==> src/rtl/clk_div_cfg_arbiter.sv <==
// Round-robin arbiter that sequences clock-divider reconfiguration glitch-safely:
// gate the divider, settle, load N_div/invert, settle, re-enable, then acknowledge.
module clk_div_cfg_arbiter #(
    parameter int NUM_REQ       = 2,
    parameter int DIV_W         = 4,
    parameter int MAX_DIV       = 4,
    parameter int SETTLE_CYCLES = 4,
    parameter int RESET_DIV     = 1
) (
    input  logic                     clk_in,
    input  logic                     rst_n,
    input  logic [NUM_REQ-1:0]       req,
    input  logic [NUM_REQ*DIV_W-1:0] req_N_div,
    input  logic [NUM_REQ-1:0]       req_enable,
    input  logic [NUM_REQ-1:0]       req_invert,
    output logic [NUM_REQ-1:0]       ack,
    output logic                     err,
    output logic                     busy,
    output logic [DIV_W-1:0]         N_div,
    output logic                     clockEnable,
    output logic                     invert
);

    localparam int IDX_W = (NUM_REQ > 1) ? $clog2(NUM_REQ) : 1;
    localparam int CNT_W = $clog2(SETTLE_CYCLES + 1);
    localparam logic [DIV_W:0]   MAX_DIV_EXT = (DIV_W+1)'(MAX_DIV);
    localparam logic [CNT_W-1:0] CNT_TERM    = CNT_W'(SETTLE_CYCLES - 1);
    localparam logic [CNT_W-1:0] CNT_SAT     = CNT_W'(SETTLE_CYCLES);

    typedef enum logic [1:0] {IDLE, GATE, LOAD, RESP} state_t;

    state_t             state_reg;
    logic [IDX_W-1:0]   rr_reg;
    logic [IDX_W-1:0]   grant_reg;
    logic [DIV_W-1:0]   lat_div_reg;
    logic               lat_en_reg;
    logic               lat_inv_reg;
    logic [CNT_W-1:0]   cnt_reg;
    logic [NUM_REQ-1:0] ack_reg;
    logic               err_reg;
    logic               busy_reg;
    logic [DIV_W-1:0]   n_div_reg;
    logic               ce_reg;
    logic               inv_reg;

    logic [DIV_W-1:0]   cfg_div [NUM_REQ];
    logic [NUM_REQ-1:0] eligible;
    logic               win_found;
    logic [IDX_W-1:0]   win_idx;
    logic [DIV_W-1:0]   win_div;
    logic               win_en;
    logic               win_inv;

    generate
        for (genvar gi = 0; gi < NUM_REQ; gi++) begin : g_cfg_slice
            assign cfg_div[gi] = req_N_div[gi*DIV_W +: DIV_W];
        end
    endgenerate

    assign eligible = req & ~ack_reg;

    // Search starts one past the last grant so every requester gets a turn.
    always_comb begin
        logic [IDX_W-1:0] cand;
        win_found = 1'b0;
        win_idx   = '0;
        cand      = '0;
        for (int k = 1; k <= NUM_REQ; k++) begin
            cand = IDX_W'((int'(rr_reg) + k) % NUM_REQ);
            if (!win_found && eligible[cand]) begin
                win_found = 1'b1;
                win_idx   = cand;
            end
        end
    end

    assign win_div = cfg_div[win_idx];
    assign win_en  = req_enable[win_idx];
    assign win_inv = req_invert[win_idx];

    always_ff @(posedge clk_in or negedge rst_n) begin
        if (!rst_n) begin
            state_reg   <= IDLE;
            rr_reg      <= IDX_W'(NUM_REQ - 1);
            grant_reg   <= '0;
            lat_div_reg <= '0;
            lat_en_reg  <= 1'b0;
            lat_inv_reg <= 1'b0;
            cnt_reg     <= '0;
            ack_reg     <= '0;
            err_reg     <= 1'b0;
            busy_reg    <= 1'b0;
            n_div_reg   <= DIV_W'(RESET_DIV);
            ce_reg      <= 1'b0;
            inv_reg     <= 1'b0;
        end else begin
            if (cnt_reg != CNT_SAT) begin
                cnt_reg <= cnt_reg + 1'b1;
            end
            case (state_reg)
                IDLE: begin
                    if (win_found) begin
                        grant_reg   <= win_idx;
                        rr_reg      <= win_idx;
                        lat_div_reg <= win_div;
                        lat_en_reg  <= win_en;
                        lat_inv_reg <= win_inv;
                        busy_reg    <= 1'b1;
                        if ({1'b0, win_div} > MAX_DIV_EXT) begin
                            ack_reg[win_idx] <= 1'b1;
                            err_reg          <= 1'b1;
                            state_reg        <= RESP;
                        end else if ({win_div, win_en, win_inv} == {n_div_reg, ce_reg, inv_reg}) begin
                            // Nothing to change, so the divider is never gated.
                            ack_reg[win_idx] <= 1'b1;
                            state_reg        <= RESP;
                        end else begin
                            ce_reg    <= 1'b0;
                            cnt_reg   <= '0;
                            state_reg <= GATE;
                        end
                    end
                end
                GATE: begin
                    if (cnt_reg >= CNT_TERM) begin
                        n_div_reg <= lat_div_reg;
                        inv_reg   <= lat_inv_reg;
                        cnt_reg   <= '0;
                        state_reg <= LOAD;
                    end
                end
                LOAD: begin
                    if (cnt_reg >= CNT_TERM) begin
                        ce_reg             <= lat_en_reg;
                        ack_reg[grant_reg] <= 1'b1;
                        err_reg            <= 1'b0;
                        state_reg          <= RESP;
                    end
                end
                RESP: begin
                    if (!req[grant_reg]) begin
                        ack_reg   <= '0;
                        err_reg   <= 1'b0;
                        busy_reg  <= 1'b0;
                        state_reg <= IDLE;
                    end
                end
                default: state_reg <= IDLE;
            endcase
        end
    end

    assign ack         = ack_reg;
    assign err         = err_reg;
    assign busy        = busy_reg;
    assign N_div       = n_div_reg;
    assign clockEnable = ce_reg;
    assign invert      = inv_reg;

endmodule

==> config.mk <==
export PLATFORM = sky130hd
export DESIGN_NAME = clk_div_cfg_arbiter
export DESIGN_NICKNAME = d
export VERILOG_FILES = /design/src/rtl/clk_div_cfg_arbiter.sv
export SDC_FILE = /design/constraint.sdc
export NUM_CORES = 1
export LEC_CHECK = 0
export CAP_MARGIN = 40
export CORE_MARGIN = 1
export CORE_UTILIZATION = 50
export CTS_CLUSTER_DIAMETER = 80
export DETAILED_ROUTE_END_ITERATION = 16
export PLACE_DENSITY = 0.77
export SKIP_CTS_REPAIR_TIMING = 1
export SYNTH_ARGS = -nofsm -noshare
export SYNTH_HDL_FRONTEND = slang
export SYNTH_SLANG_ARGS = --single-unit
export TNS_END_PERCENT = 5
==> constraint.sdc <==
create_clock -name clk_in -period 3.8 [get_ports clk_in]
set_input_delay 0.57 -clock clk_in [delete_from_list [all_inputs] [get_ports clk_in]]
set_output_delay 0.57 -clock clk_in [all_outputs]
set_load 0.02 [all_outputs]
==> qor.yml <==
cells_and_area:
  n_antenna_cell: 0
  syn_to_final_growth_pct: 23.30
  layout_commonest_cell: "clkdlybuf4s50_1"
  fin_area_sq_um: 1682
  drive_above_1_share_pct: 9.467
  final_cell_mix: "clkdlybuf4s50_1 (25), dfrtp_1 (21), nand2_1 (14)"
  stdcell_count: 199
  num-nets-final: 193
floorplan:
  die-height_um: 54.23
  rows: 18
  initial_core_util_pct: 54.07
  dieArea_sq_um: 2940
  pin_count: 26
  fp.coreArea_sq_um: 2522
  die-width_um: 54.23
cts:
  cts.sinks: 23
  htreeDepth: 1
  ctsRootBufferMaster: "clkbuf_4"
  clk_path_buf_depth: 2
  cts_tree: "built"
  cts_made_buffers: 3
  clk_pin_slew_worst_paths_ns: 0.11
  clock_latency_ns: 0.31
placed_design:
  place_hpwl_um: 2285
  place_inst: 195
  pre_cts_slack_ns: 0.6936
  place_congestion: 0.8012
  placed_area_sq_um: 1655
  io_buffers: 25
power:
  irDropWorstVdd_v: 0.0006605
  p_total_mw: 1.433
  p_leak_nw: 0.7397
  power.density_nw_per_um2: 852.3
worst_setup_path:
  criticalPathCategory: "in -> reg"
  required_ns: 4.03
  critPathMaxFanout: 8
  critPathArrivalTime_ns: 3.02
  crit_path_start_kind: "primary input"
  crit_path_end_kind: "register"
synth:
  synth_ff_type: "dfrtp_1"
  synth_area_per_cell_sq_um: 9.672
  synth_edf_count: 0
  synth_top_area_share_pct: 38.53
  synth.largest_area_cell: "dfrtp_1"
  ys_async_sr_fraction_pct: 100.0
  yosysWarnings: 0
  ys_top_cells_by_area: "dfrtp_1 (39%), ha_1 (6.4%), mux2i_1 (5.1%), mux2_2 (5.0%), xnor2_1 (4.5%)"
  synthesis.nets: 164
  synth_cell_types: 31
  syn_inst: 141
  synthesis.area_sq_um: 1364
  ys_ff_latch: 23
  ys_seq_area_share_pct: 42.39
timing:
  fin_crit_sh_pct: 73.59
  finalHoldViolCount: 0
  fmax_mhz: 357.6
  tightestPinTransition_ns: 0.5472
  setup_ws_ns: 1.004
  rsz0062_at_grt: "no"
  setup_viol: 0
  tns_ns: 0
  slew_viol_final: 0
  slew_headroom_pct: 63.40
  period_needed_ns: 2.796
  fin_skew_ns: 0.003688
detailed_routing:
  dr.pass1.iters: 4
  vias: 1112
  routed_wl_um: 2840
  drt-wirelength-per-cell_um: 14.27
  antenna_left: 0
  drc: 0
  viasPerCell: 5.588
  drt_iter0_markers: 24
global_routing:
  grtUsageTotal_pct: 21.08
  antenna_found_initial: 0
  grt_max_degree: 15
  overflow: 0
  grt_pass1_wl_um: 4312
  grt_pass1_vias: 1020
run:
  cap_violations: 0
run_status:
  status: "finished, final reports clean"
worst_hold_path:
  hold_path_class: "reg -> reg"
kinds of logic (layout without fill, tap and decap cells):
| family | Yosys count | after routing | share of synthesized area [%] |
|---|---|---|---|
| fa+ha+maj | 7 | 7 | 6.422 |
| flops | 23 | 23 | 42.38 |
| xor+xnor | 7 | 7 | 4.496 |
| compound gates | 36 | 36 | 15.96 |
| simple gates | 41 | 41 | 15.50 |
| mux | 14 | 14 | 11.10 |
| buf+inv | 13 | 41 | 4.128 |
power breakdown:
part,total (mW),internal (mW),switching (mW)
clock network,0.112,0.0411,0.0708
registers,0.474,0.378,0.0959
logic,0.847,0.390,0.457
synthesized netlist by cell type (all sizes together), types with 2 or more instances:
master and number:
dfrtp 21, nand2 14, o21ai 12, a21oi 11, nor2 11, inv 9, mux2i 8, ha 7
xnor2 7, mux2 6, nor2b 5, clkbuf 3, nand2b 3, nand3 3, a211oi 2, a2bb2oi 2
a31oi 2, dfstp 2, nor3 2, o21a 2
layout make-up:
class,instances,area [sq um]
tap,30,37.54
clock buffer,4,26.28
multi-input combinational,105,729.5
timing repair buffer,28,276.5
sequential,23,578.1
fill,221,840.8
inverter,9,33.78
critical path: stages:
cell	delay [ns]
clkdlybuf4s50_1	0.47
nor2b_1	0.31
a21bo_1	0.42
mux2i_1	0.34
xnor2_1	0.15
nor4_4	0.38
a21oi_1	0.12
o31ai_1	0.25
per-stage QoR:
stage                     util [%]  hold slack (ns)
final                        66.67           0.4902
after global routing         66.67           0.5038
after CTS                    66.67           0.4992
after detailed placement     65.63           0.4707
after global placement       64.88           0.4613
after floorplan                  -           0.2744
per-layer routing:
layer / part of all wire, % / track usage (%)
met4: 2.6 / 7.692
met1: 45 / 26.19
met2: 49 / 36.59
met5: 0 / 0
met3: 3.4 / 3.333
worst paths after layout:
| check | startpoint | cells past startpoint | end | slack (ns) |
|---|---|---|---|---|
| worst min register to register | lat_div_reg[1]$_DFFE_PN0P_ | 2 | lat_div_reg[1]$_DFFE_PN0P_ | 0.49 |
| worst min-delay path | lat_div_reg[1]$_DFFE_PN0P_ | 2 | lat_div_reg[1]$_DFFE_PN0P_ | 0.49 |
| max in group asynchronous | rst_n | 2 | N_div[0]$_DFFE_PN1P_ | 2.64 |
| min in group asynchronous | rst_n | 1 | busy$_DFFE_PN0P_ | 0.60 |
| worst max-delay path | req[0] | 8 | state_reg[1]$_DFFE_PN0P_ | 1.00 |
| worst max register to register | ack[0]$_DFFE_PN0P_ | 7 | state_reg[1]$_DFFE_PN0P_ | 1.33 |
(Power assumes the default switching activity.)
